**src/rtl/mem_op_pkg.sv**
```systemverilog
// mem_op_pkg: memory operation encoding shared by decode, execute and the
// load/store stage, plus helpers that classify an operation.
//   mem_op_t - 4-bit operation code (MEM_NONE, loads, stores)
//   is_load  - 1 for LB/LH/LW/LBU/LHU
//   is_store - 1 for SB/SH/SW
package mem_op_pkg;
  typedef enum logic [3:0] {
    MEM_NONE = 4'd0,
    LB       = 4'd1,
    LH       = 4'd2,
    LW       = 4'd3,
    LBU      = 4'd4,
    LHU      = 4'd5,
    SB       = 4'd6,
    SH       = 4'd7,
    SW       = 4'd8
  } mem_op_t;

  function automatic logic is_load(input mem_op_t op);
    return (op == LB) || (op == LH) || (op == LW) || (op == LBU) || (op == LHU);
  endfunction

  function automatic logic is_store(input mem_op_t op);
    return (op == SB) || (op == SH) || (op == SW);
  endfunction
endpackage

```
**src/rtl/type_pkg.sv**
```systemverilog
// type_pkg: shared scalar widths for the core datapath.
//   addr_t - 32-bit byte address
//   data_t - 32-bit data word
package type_pkg;
  typedef logic [31:0] addr_t;
  typedef logic [31:0] data_t;
endpackage

```
**src/rtl/load_extend.sv**
```systemverilog
// load_extend: combinational load-data extraction. Shifts the raw memory word
// so the addressed byte/halfword sits at bit 0, then sign- or zero-extends it.
//   op      in  mem_op_t  load operation (non-loads give 0)
//   addr_lo in  2         byte offset, already aligned for the access size
//   raw     in  data_t    raw word returned by data memory
//   ext     out data_t    extended load result
module load_extend
  import type_pkg::*;
  import mem_op_pkg::*;
(
  input  mem_op_t    op,
  input  logic [1:0] addr_lo,
  input  data_t      raw,
  output data_t      ext
);

  data_t sh;

  always_comb begin
    sh  = raw >> {addr_lo, 3'b000};
    ext = '0;
    case (op)
      LB:      ext = {{24{sh[7]}}, sh[7:0]};
      LBU:     ext = {24'h000000, sh[7:0]};
      LH:      ext = {{16{sh[15]}}, sh[15:0]};
      LHU:     ext = {16'h0000, sh[15:0]};
      // Word offset is always 0 here, so sh is the raw word.
      LW:      ext = sh;
      default: ext = '0;
    endcase
  end

endmodule

```
**src/rtl/mem_access.sv**
```systemverilog
// mem_access: load/store stage. Takes the execute-stage effective address and
// store data, runs one request/grant/response transaction on the data-memory
// port at a time, and returns an extended load value.
//
// Optional feature macro: MISALIGN_TRAP_EN
//   defined   - misaligned halfword/word accesses complete at once with
//               `misaligned` set and no bus request
//   undefined - misaligned low address bits are forced to alignment and the
//               access proceeds; `misaligned` stays 0
//
// Ports:
//   clk, rst_n        clock (rising edge), asynchronous active-low reset
//   start             begin operation (sampled only while idle)
//   mem_op            operation code
//   addr, wdata       effective address, store data
//   busy              high while not idle
//   done              one-cycle completion pulse
//   rdata             extended load result, held until the next done
//   misaligned        pulses with done on an alignment fault
//   dmem_req/we/addr/be/wdata   data-memory request channel (word aligned)
//   dmem_gnt          request accepted
//   dmem_rvalid/rdata load response
module mem_access
  import type_pkg::*;
  import mem_op_pkg::*;
(
  input  logic       clk,
  input  logic       rst_n,
  input  logic       start,
  input  mem_op_t    mem_op,
  input  addr_t      addr,
  input  data_t      wdata,
  output logic       busy,
  output logic       done,
  output data_t      rdata,
  output logic       misaligned,
  output logic       dmem_req,
  output logic       dmem_we,
  output addr_t      dmem_addr,
  output logic [3:0] dmem_be,
  output data_t      dmem_wdata,
  input  logic       dmem_gnt,
  input  logic       dmem_rvalid,
  input  data_t      dmem_rdata
);

  typedef enum logic [1:0] {IDLE, REQ, RESP, DONE} state_t;

  state_t     state;
  mem_op_t    op_q;
  logic [1:0] addr_lo_q;
  logic [1:0] start_lo;
  data_t      ext_data;

  // Drop the low address bits the access size cannot use.
  function automatic logic [1:0] align_lo(input mem_op_t op, input logic [1:0] lo);
    case (op)
      LH, LHU, SH: align_lo = {lo[1], 1'b0};
      LW, SW:      align_lo = 2'b00;
      default:     align_lo = lo;
    endcase
  endfunction

  function automatic logic [3:0] lane_be(input mem_op_t op, input logic [1:0] lo);
    case (op)
      LB, LBU, SB: lane_be = 4'b0001 << lo;
      LH, LHU, SH: lane_be = lo[1] ? 4'b1100 : 4'b0011;
      default:     lane_be = 4'b1111;
    endcase
  endfunction

  // Replicate the store data across every lane it may land in, so memory
  // only needs the byte enables to pick the right bytes.
  function automatic data_t store_data(input mem_op_t op, input data_t wd);
    case (op)
      SB:      store_data = {4{wd[7:0]}};
      SH:      store_data = {2{wd[15:0]}};
      SW:      store_data = wd;
      default: store_data = '0;
    endcase
  endfunction

`ifdef MISALIGN_TRAP_EN
  function automatic logic is_misaligned(input mem_op_t op, input logic [1:0] lo);
    case (op)
      LH, LHU, SH: is_misaligned = lo[0];
      LW, SW:      is_misaligned = |lo;
      default:     is_misaligned = 1'b0;
    endcase
  endfunction
`endif

  assign start_lo = align_lo(mem_op, addr[1:0]);

  load_extend u_load_extend (
    .op      (op_q),
    .addr_lo (addr_lo_q),
    .raw     (dmem_rdata),
    .ext     (ext_data)
  );

  always_ff @(posedge clk or negedge rst_n) begin
    if (!rst_n) begin
      state      <= IDLE;
      op_q       <= MEM_NONE;
      addr_lo_q  <= 2'b00;
      busy       <= 1'b0;
      done       <= 1'b0;
      rdata      <= '0;
      misaligned <= 1'b0;
      dmem_req   <= 1'b0;
      dmem_we    <= 1'b0;
      dmem_addr  <= '0;
      dmem_be    <= 4'b0000;
      dmem_wdata <= '0;
    end else begin
      done       <= 1'b0;
      misaligned <= 1'b0;
      case (state)
        IDLE: begin
          if (start) begin
            busy <= 1'b1;
            if (!(is_load(mem_op) || is_store(mem_op))) begin
              state <= DONE;
              done  <= 1'b1;
`ifdef MISALIGN_TRAP_EN
            end else if (is_misaligned(mem_op, addr[1:0])) begin
              state      <= DONE;
              done       <= 1'b1;
              misaligned <= 1'b1;
`endif
            end else begin
              state      <= REQ;
              op_q       <= mem_op;
              addr_lo_q  <= start_lo;
              dmem_req   <= 1'b1;
              dmem_we    <= is_store(mem_op);
              dmem_addr  <= {addr[31:2], 2'b00};
              dmem_be    <= lane_be(mem_op, start_lo);
              dmem_wdata <= store_data(mem_op, wdata);
            end
          end
        end
        // Request fields are held untouched until the grant.
        REQ: begin
          if (dmem_gnt) begin
            dmem_req   <= 1'b0;
            dmem_we    <= 1'b0;
            dmem_addr  <= '0;
            dmem_be    <= 4'b0000;
            dmem_wdata <= '0;
            if (is_store(op_q)) begin
              state <= DONE;
              done  <= 1'b1;
            end else begin
              state <= RESP;
            end
          end
        end
        RESP: begin
          if (dmem_rvalid) begin
            rdata <= ext_data;
            state <= DONE;
            done  <= 1'b1;
          end
        end
        DONE: begin
          state <= IDLE;
          busy  <= 1'b0;
        end
        default: begin
          state <= IDLE;
          busy  <= 1'b0;
        end
      endcase
    end
  end

endmodule

```
**config.mk**
```make
export PLATFORM = sky130hd
export DESIGN_NAME = mem_access
export DESIGN_NICKNAME = d
export VERILOG_FILES = /design/src/rtl/mem_op_pkg.sv /design/src/rtl/type_pkg.sv /design/src/rtl/load_extend.sv /design/src/rtl/mem_access.sv
export SDC_FILE = /design/constraint.sdc
export NUM_CORES = 1
export LEC_CHECK = 0
export CAP_MARGIN = 25
export CORE_MARGIN = 5
export CORE_UTILIZATION = 40
export DETAILED_ROUTE_END_ITERATION = 7
export GPL_TIMING_DRIVEN = 0
export PLACE_DENSITY = 0.84
export SLEW_MARGIN = 20
export SYNTH_ARGS = -nofsm -noshare
export SYNTH_HDL_FRONTEND = slang
export SYNTH_HIERARCHICAL = 1
export SYNTH_SLANG_ARGS = --single-unit
```
**constraint.sdc**
```tcl
create_clock -name clk -period 5.65 [get_ports clk]
set_input_delay 1.13 -clock clk [delete_from_list [all_inputs] [get_ports clk]]
set_output_delay 1.13 -clock clk [all_outputs]
set_load 0.03 [all_outputs]
```
== Word-level counts from Yosys, hierarchy flattened ==
Cells that the tools add are included.
Word-level totals
  bits of input ports: 105
  memory bits (read-only): 0
  bits in latches: 0
  memories: 0
  register bits after elaboration: 112
  bits in writable memories: 0
Operators by class
  order comparisons: 0
  reduce and logical (&&, ||, !) cells: 20
  add/subtract/negate cells: 0
  eq/ne operators: 23
  divide/modulo/power cells: 0
  bitwise gates (word level): 0
  shifts and indexed selects: 2
  multiplexer cells: 37
  multiply operators: 0
Operator list (number)
  two-way mux 32 bit: 5
  one-hot mux 32 bit (5 select lines): 1
  one-hot mux 32 bit (2 select lines): 2
  one-hot mux 32 bit (3 select lines): 1
  equality test 4 x 3 -> 1 bit, second input constant: 8
  >> shifter 32 x 5 -> 32 bit: 1
  equality test 4 x 2 -> 1 bit, second input constant: 4
  two-way mux 4 bit: 4
  one-hot mux 4 bit (2 select lines): 2
  two-way mux 1 bit: 12
  logical OR 1 bit: 9
  equality test 4 x 1 -> 1 bit, second input constant: 2
  equality test 4 bit, second input constant: 2
  two-way mux 2 bit: 4
  != test 2 bit, second input constant: 4
  one-hot mux 2 bit (4 select lines): 1
  one-hot mux 1 bit (2 select lines): 3
  AND reduction 3 bit: 2
  OR reduction 3 bit: 2
  equality test 2 bit, second input constant: 2
  one-hot mux 2 bit (2 select lines): 1
  AND reduction 2 bit: 2
  AND reduction 4 bit: 1
  nonzero test 2 bit: 2
  other kinds (5): 5

== Depth between registers and ports, before layout ==
Gate-level depths: netlist (run 1).
  depth after elaboration: 9
  gate-level depth with buffers: 9
  depth with buffers taken out: 6

== Cells and area by module ==
Netlist (run 1), hierarchy kept.
Modules (own cells, without submodules)
  mem_access: seq. area each 2752.6 um2, instances 1, area an instance 4773.3 um2, cells each 378
  load_extend: seq. area each 0.0 um2, instances 1, area an instance 740.7 um2, cells each 112

== Least setup slack after synthesis (run 1) ==
No wires, ideal clock.
  path kind: input-to-reg
  start: input mem_op[0]
  end: register dmem_wdata[16]
  library setup time: 83 ps
  path buffers: 3
  cell stages on the path: 7
  setup slack: 3096 ps
  data arrival time: 2472 ps
  path through: buf_2 > or4_4 > a41oi_4 > buf_6 > buf_6 > nand2_1 > o21ai_0
Between the ends
  word-level cells in the longest chain between the ends: 8
  elaborated cells on any way between the ends: 21
  classes of those cells: 9 x eq/ne; 4 x mux; 8 x reduce/logical
Ends and longest elaborated chain
  start: declaration: line mem_access.sv:30  | input mem_op_t mem_op,
  equality test 4 x 1 -> 1 bit or equality test 4 x 2 -> 1 bit (tied branches): line mem_op_pkg.sv:20  | return (op == LB) || (op == LH) || (op == LW) || (op == LBU) || (op == LHU);
  logical OR 1 bit (4 in series): line mem_op_pkg.sv:20
  logical OR 1 bit: line mem_access.sv:123  | if (!(is_load(mem_op) || is_store(mem_op))) begin
  != test 2 bit (no source line)
  AND reduction 4 bit (no source line)
  end signal: assignment: line mem_access.sv:140  | dmem_wdata <= store_data(mem_op, wdata);
  end: declaration: line mem_access.sv:41  | output data_t dmem_wdata,
Several ways; a longest one is shown, not always the timed one. The select of a mux whose other input is x is not followed.
A chain may end at the register's enable or synchronous reset.

== Worst setup path after layout (run 1) ==
  start: input mem_op[2]
  end: register dmem_wdata[11]
Same word-level chain as after synthesis.

==> impl_metrics.py, run 1 <==
metrics = {
    "status": {
        "run_status": "finished, final reports clean",
    },
    "setup_path": {
        "cp-endpoint": "dmem_wdata[11]$_DFFE_PN0P_",
        "endpoint_kind": "flip-flop",
        "path_class": "in2reg",
        "crit_slowest_cell": "clkdlybuf4s50_1",
        "arrival_ns": 3.18,
        "reg2reg_slack_ns": 3.46,
        "worstReg2RegStart": "state[1]$_DFFE_PN0P_",
        "crit_start": "mem_op[2]",
        "ff2ff_path_depth": 7,
        "cp_max_fo": 10,
        "crit_required_ns": 5.94,
        "startpoint_type": "input pin",
        "worstPathCellList": "clkdlybuf4s50_1 -> buf_2 -> nor2b_1 -> and3_1 -> clkbuf_1 -> o2bb2ai_1 -> a22o_1",
        "crit_path_max_incr_delay_ns": 0.63,
        "r2r-end": "dmem_addr[31]$_DFFE_PN0P_",
    },
    "synth": {
        "async_flop_share": 1.00,
        "synth_top_family_by_area": "compound AO/OA/AOI/OAI gates",
        "synth-seq-cells": 110,
        "synth.cell_area_um2": 5510,
        "yosys.area_share.simple": 0.0865,
        "yosys_warnings": 6,
        "synth_top_area_cell": "dfrtp_1",
        "synth_cell_types": 54,
        "synth_compound_area_frac": 0.228,
        "ys_seq_area_frac": 0.499,
        "post_synth_inst_count": 490,
        "synth_area_leaders": "dfrtp_1, mux2_2, a22o_1",
        "synthXorXnorAreaFrac": 0.00159,
        "avgSynthCellArea_um2": 11.3,
        "synth_edf_count": 0,
        "synthFlopType": "dfrtp_1",
        "synth.mux.area_fraction": 0.129,
        "synth_fa_ha_area_frac": 0.00908,
        "synth.top_cell.area_share": 0.499,
    },
    "clock_tree": {
        "htree_levels": 3,
        "path_clk_slew_ns": 0.08,
        "cts.sinks": 110,
        "root_buffer": "clkbuf_16",
        "hold_buffers": 0,
        "clockBufferDepth": 2,
        "ctsResizeCount": 0,
        "cts_setup_buffers": 0,
        "cts_inserted_buffers": 9,
        "insertion_delay_ns": 0.34,
        "cts_tree": "done",
    },
    "cells_and_area": {
        "drive_above_1_share": 0.139,
        "areaGrowthSynthToFinish_pct": 47.7,
        "fin_nets": 818,
        "final_area_um2": 8150,
        "antennaDiodeCount": 0,
    },
    "pwr": {
        "combPwrFrac": 0.511,
        "power_frac_seq": 0.316,
        "power_switching_mw": 1.58,
        "pwr_density_cell_nw_per_um2": 474,
        "power.share.clock": 0.173,
        "internal_power_mw": 2.28,
        "p_sw_frac": 0.410,
        "power_leakage_nw": 3.54,
        "ir_worst_vdd_v": 0.000284,
    },
    "placement": {
        "port_buffers": 205,
        "dp_hpwl_mm": 13.2,
        "gp_congestion": 0.869,
        "dpl-instance-area_um2": 7830,
    },
    "sta": {
        "final.period_utilization": 0.512,
        "hold_ws_ns": 0.484,
        "slew_violations": 0,
        "fmax_ghz": 0.346,
        "period_needed_ns": 2.89,
        "final-setup-viol-count": 0,
        "rsz0062_at_grt": "no",
        "relSlewSlack": 0.443,
        "finClkSkew_ns": 0.00856,
        "hold_viol": 0,
        "worst_pin_slew_ns": 0.830,
    },
    "grt": {
        "busiest_layer": "met2",
        "grt_pass1_wl_mm": 27.1,
        "grtUsageTotal": 0.206,
        "grt_overflow": 0,
        "grt_pass1_vias": 5153,
        "grt.met3_usage": 0.0602,
        "grt_max_degree": 65,
        "met2_usage": 0.338,
        "antenna_found_initial": 0,
        "grtUsageMet1": 0.264,
    },
    "flow_run": {
        "drv_cap": 0,
    },
    "floorplanning": {
        "start_util": 0.402,
        "fp.dieH_um": 127,
        "rows": 43,
        "boundaryPins": 210,
        "fp.dieArea_um2": 16200,
        "die_w_um": 127,
        "core_um2": 13700,
    },
    "routing": {
        "ant_nets": 0,
        "viasPerCell": 5.45,
        "dr_total_vias": 4870,
        "wl_per_cell_um": 19.0,
        "drt-initial-drc-count": 293,
        "wl_mm": 16.9,
        "first_pass_iters": 5,
        "drc": 0,
    },
    "hold_path": {
        "hold_class": "reg2reg",
    },
}
[final cells by class]
| class | instances | area (µm²) |
|---|---|---|
| Sequential cell | 110 | 2750 |
| Clock buffer | 10 | 239 |
| Timing Repair Buffer | 206 | 2080 |
| Multi-Input combinational cell | 332 | 2520 |
| Clock inverter | 6 | 75.1 |
| Fill cell | 1128 | 5570 |
| Buffer | 41 | 223 |
| Inverter | 9 | 33.8 |
| Tap cell | 180 | 225 |
[cell usage after synthesis, drive strengths merged (2+ instances only)]
cell type	number
o31ai	12
inv	9
a21oi	10
o2bb2ai	5
a22oi	25
nand2	45
nor3	2
nor4b	2
a211oi	13
a22o	49
dfrtp	110
nor2	18
ha	4
nand3	2
nor2b	10
and3b	3
nand2b	2
clkbuf	13
a21o	2
mux2	45
a2bb2oi	3
buf	28
mux2i	18
o21ai	38
[sequential cells by signal (all words and copies together) (netlist names)]
name / cells
state: 2
rdata: 32
busy: 1
dmem_wdata: 32
op_q: 4
done: 1
dmem_we: 1
dmem_addr: 30
dmem_be: 4
dmem_req: 1
addr_lo_q: 2
[cells in the final DEF (no fill, tap or decap), drive strengths merged, types with 2 or more instances in the layout]
master,count
o21ai,38
conb,3
mux2i,18
nor2b,10
nand2,45
a22o,49
nor4b,2
clkbuf,23
a211oi,13
buf,30
o31ai,12
a21oi,10
inv,13
nand3,2
clkdlybuf4s50,204
a2bb2oi,3
ha,4
nor3,2
a22oi,25
dfrtp,110
nor2,18
mux2,45
nand2b,2
a21o,2
o2bb2ai,5
and3b,3
[per-layer routing]
metal	wire (µm)	up-vias
met4	386	0
met2	8140	215
li1	-	2252
met1	6940	2375
met5	0	-
met3	1480	28
[cells by family (layout without fill, tap and decap cells)]
family | after synthesis | count (layout)
and+or+nand+nor | 93 | 93
adders and majority gates | 4 | 4
DFF | 110 | 110
xor gates and xnor gates | 1 | 1
muxes | 64 | 64
AOI/OAI and AO/OA | 167 | 167
other | 1 | 3
buffers and inverters | 50 | 272
[stage by stage]
step	setup TNS (ns)	power (mW)	setup WS (ns)	util	cells
3_3_place_gp	-66.38	3.14	-0.611	0.568	877
6_report	0	3.86	2.76	0.594	894
2_1_floorplan	0	2.39	3.10	-	492
4_1_cts	0	3.89	2.75	0.594	894
5_1_grt	0	4.07	2.65	0.594	894
3_5_place_dp	0	3.21	2.38	0.571	878
[power groups by stage]
stage	clock network, mW	logic [mW]	registers (mW)
2_1_floorplan	0	0.762	1.63
3_3_place_gp	0	1.93	1.21
3_5_place_dp	0	1.98	1.23
4_1_cts	0.688	1.98	1.22
5_1_grt	0.719	2.10	1.25
6_report	0.670	1.97	1.22
[how the worst min path moves through the flow]
stage | endpoint | from | cells after the start | slack (ns)
final | dmem_wdata[20]$_DFFE_PN0P_ | dmem_wdata[20]$_DFFE_PN0P_ | 2 | 0.48
after global routing | dmem_wdata[29]$_DFFE_PN0P_ | dmem_wdata[29]$_DFFE_PN0P_ | 2 | 0.52
after CTS | dmem_wdata[20]$_DFFE_PN0P_ | dmem_wdata[20]$_DFFE_PN0P_ | 2 | 0.49
after detailed placement | dmem_wdata[20]$_DFFE_PN0P_ | dmem_wdata[20]$_DFFE_PN0P_ | 2 | 0.47
after global placement | dmem_we$_DFFE_PN0P_ | dmem_we$_DFFE_PN0P_ | 2 | 0.46
after floorplan | addr_lo_q[0]$_DFFE_PN0P_ | addr_lo_q[0]$_DFFE_PN0P_ | 1 | 0.48
[critical path: cells and delay by family]
family / cells / cell delay, ns
buf+inv: 3 / 1.23
compound gates: 2 / 0.38
simple gates: 2 / 0.42
Note: power is estimated with default switching activity, not from simulation.
==> inputs of run 2 (changes only) <==
- clock period: 5.65 -> 2.7 ns (I/O delays scaled with it)
==> results of run 2 <==
Same layout as run 1 (identical final DEF). Status: finished, final reports clean.
Among the figures that moved: setup slack after placement 2.38 ns -> 0.0154 ns; setup slack after layout 2.76 ns -> 0.397 ns; hold slack 0.484 ns -> 0.111 ns; register-to-register setup slack 3.46 ns -> 0.51 ns; total power 3.86 mW -> 8.08 mW; worst IR drop on VDD 0.000284 V -> 0.000595 V
==> inputs of run 3 (changes only) <==
- GPL_TIMING_DRIVEN: 0 -> default
==> run 3 against run 2 <==
Combinational power shrank 3%. Sequential power is essentially flat. Cell count decreased by 3.4%. Clock power is essentially flat. Non-clock buffer count fell by 27. Setup slack improved by 0.080 ns. Die area unchanged. Wire length down 3.8%.
==> impl_metrics.py, run 3 (synthesized netlist as in run 1, its figures left out) <==
metrics = {
    "placement": {
        "place_ws_ns": 0.147,
        "port_buffers": 206,
        "dp_hpwl_mm": 12.1,
        "gp_congestion": 0.912,
        "dpl.cell_count": 851,
    },
    "floorplanning": {
        "boundaryPins": 210,
        "die_w_um": 127,
        "fp.dieArea_um2": 16200,
        "start_util": 0.402,
        "core_um2": 13700,
        "fp.dieH_um": 127,
        "rows": 43,
    },
    "sta": {
        "finClkSkew_ns": 0.0140,
        "hold_ws_ns": 0.242,
        "rsz0062_at_grt": "no",
        "setup_ws_ns": 0.477,
        "fin_setup_tns_ns": 0,
        "worst_pin_slew_ns": 0.599,
        "hold_viol": 0,
        "final.period_utilization": 0.823,
        "final-setup-viol-count": 0,
        "relSlewSlack": 0.600,
        "period_needed_ns": 2.22,
        "fmax_ghz": 0.450,
        "slew_violations": 0,
    },
    "setup_path": {
        "endpoint_kind": "flip-flop",
        "worstPathCellList": "clkdlybuf4s50_1 -> buf_4 -> nor4b_1 -> a21oi_1 -> a22o_1 -> a22o_1",
        "crit_path_max_incr_delay_ns": 0.67,
        "startpoint_type": "input pin",
        "crit_required_ns": 2.93,
        "path_class": "in2reg",
        "critPathBufInv": 2,
        "crit_slowest_cell": "clkdlybuf4s50_1",
        "path_common_cell": "a22o_1",
        "arrival_ns": 2.46,
        "ff2ff_path_depth": 5,
        "path_delay_family": "buffers and inverters",
        "cp_max_fo": 21,
        "crit_cells": 6,
    },
    "cells_and_area": {
        "drive_above_1_share": 0.124,
        "instances_no_fill": 864,
        "final_cell_mix": "clkdlybuf4s50_1, dfrtp_1, a22o_1",
        "areaGrowthSynthToFinish_pct": 45.6,
        "fin_nets": 791,
        "reg_top3": "dmem_wdata (32), rdata (32), dmem_addr (30)",
        "fillCellCount": 1135,
        "antennaDiodeCount": 0,
        "final_common_cell": "clkdlybuf4s50_1",
    },
    "pwr": {
        "power_mw": 7.95,
        "internal_power_mw": 4.76,
        "power_leakage_nw": 3.47,
        "power.share.clock": 0.173,
        "combPwrFrac": 0.505,
        "power_switching_mw": 3.19,
        "ir_worst_vdd_v": 0.000516,
        "pwr_density_cell_nw_per_um2": 990,
        "power_frac_seq": 0.323,
        "p_sw_frac": 0.402,
    },
    "flow_run": {
        "drv_cap": 0,
    },
    "clock_tree": {
        "cts_tree": "done",
        "cts_setup_buffers": 0,
        "htree_levels": 3,
        "insertion_delay_ns": 0.35,
        "root_buffer": "clkbuf_16",
        "clockBufferDepth": 2,
        "cts.sinks": 110,
        "path_clk_slew_ns": 0.07,
        "cts_inserted_buffers": 9,
        "hold_buffers": 0,
        "ctsResizeCount": 0,
    },
    "routing": {
        "first_pass_iters": 5,
        "viasPerCell": 5.51,
        "ant_nets": 0,
        "dr_total_vias": 4760,
        "drt-initial-drc-count": 409,
        "wl_mm": 16.3,
        "drc": 0,
        "wl_per_cell_um": 18.9,
    },
    "status": {
        "run_status": "finished, final reports clean",
    },
    "hold_path": {
        "hold_class": "in2async",
    },
    "grt": {
        "grt_overflow": 0,
        "grtUsageTotal": 0.198,
        "grt_pass1_wl_mm": 25.8,
        "grt_max_degree": 111,
        "grt_pass1_vias": 4898,
        "antenna_found_initial": 0,
    },
}
==> run 3: final timing paths <==
check                                            from                         end  slack, ns
max                                         mem_op[0]      dmem_be[2]$_DFFE_PN0P_       0.48
min                                             rst_n        rdata[9]$_DFFE_PN0P_       0.24
max reg2reg                       op_q[2]$_DFFE_PN0P_       rdata[25]$_DFFE_PN0P_       0.70
min reg2reg                dmem_wdata[22]$_DFFE_PN0P_  dmem_wdata[22]$_DFFE_PN0P_       0.48
max in group asynchronous                       rst_n    dmem_addr[5]$_DFFE_PN0P_       1.99
min in group clk           dmem_wdata[22]$_DFFE_PN0P_  dmem_wdata[22]$_DFFE_PN0P_       0.48
==> run 3: worst register-to-register path, stage by stage (launching register included) <==
cell and delay (ns):
dfrtp_1 0.49, or3b_1 0.58, nor3_2 0.48, nand2_1 0.15, nand2_1 0.09, mux2_2 0.14
==> run 3: cell type report <==
class	instances	area, µm²	area share
flip-flops and latches	110	2750	0.343
multi-input cells	332	2520	0.313
repair buffers	220	2200	0.274
clock buffers	9	225	0.0280
well taps	180	225	0.0280
clock inverters	4	73.8	0.00919
inverters	9	33.8	0.00421
==> run 3: power by group through the flow <==
stage / Sequential, mW / Combinational, mW / Clock, mW
floorplan: 3.42 / 1.59 / 0
global placement: 2.56 / 3.94 / 0
detailed placement: 2.58 / 4.03 / 0
CTS: 2.57 / 4.04 / 1.41
global route: 2.63 / 4.27 / 1.48
finish: 2.57 / 4.01 / 1.37
==> run 3: routing by layer <==
| metal | track usage | up-vias | share of wire | routed length (µm) |
|---|---|---|---|---|
| met1 | 0.262 | 2311 | 0.42 | 6920 |
| met5 | 0 | - | 0 | 0 |
| li1 | - | 2191 | - | - |
| met4 | 0.0536 | 0 | 0.016 | 265 |
| met3 | 0.0619 | 20 | 0.087 | 1410 |
| met2 | 0.315 | 238 | 0.47 | 7710 |
==> run 3: metrics by stage <==
step | utilization | cell area (µm²)
finish | 0.585 | 8030
global route | 0.585 | 8030
CTS | 0.585 | 8030
detailed placement | 0.564 | 7730
global placement | 0.564 | 7730
floorplan | - | 5520
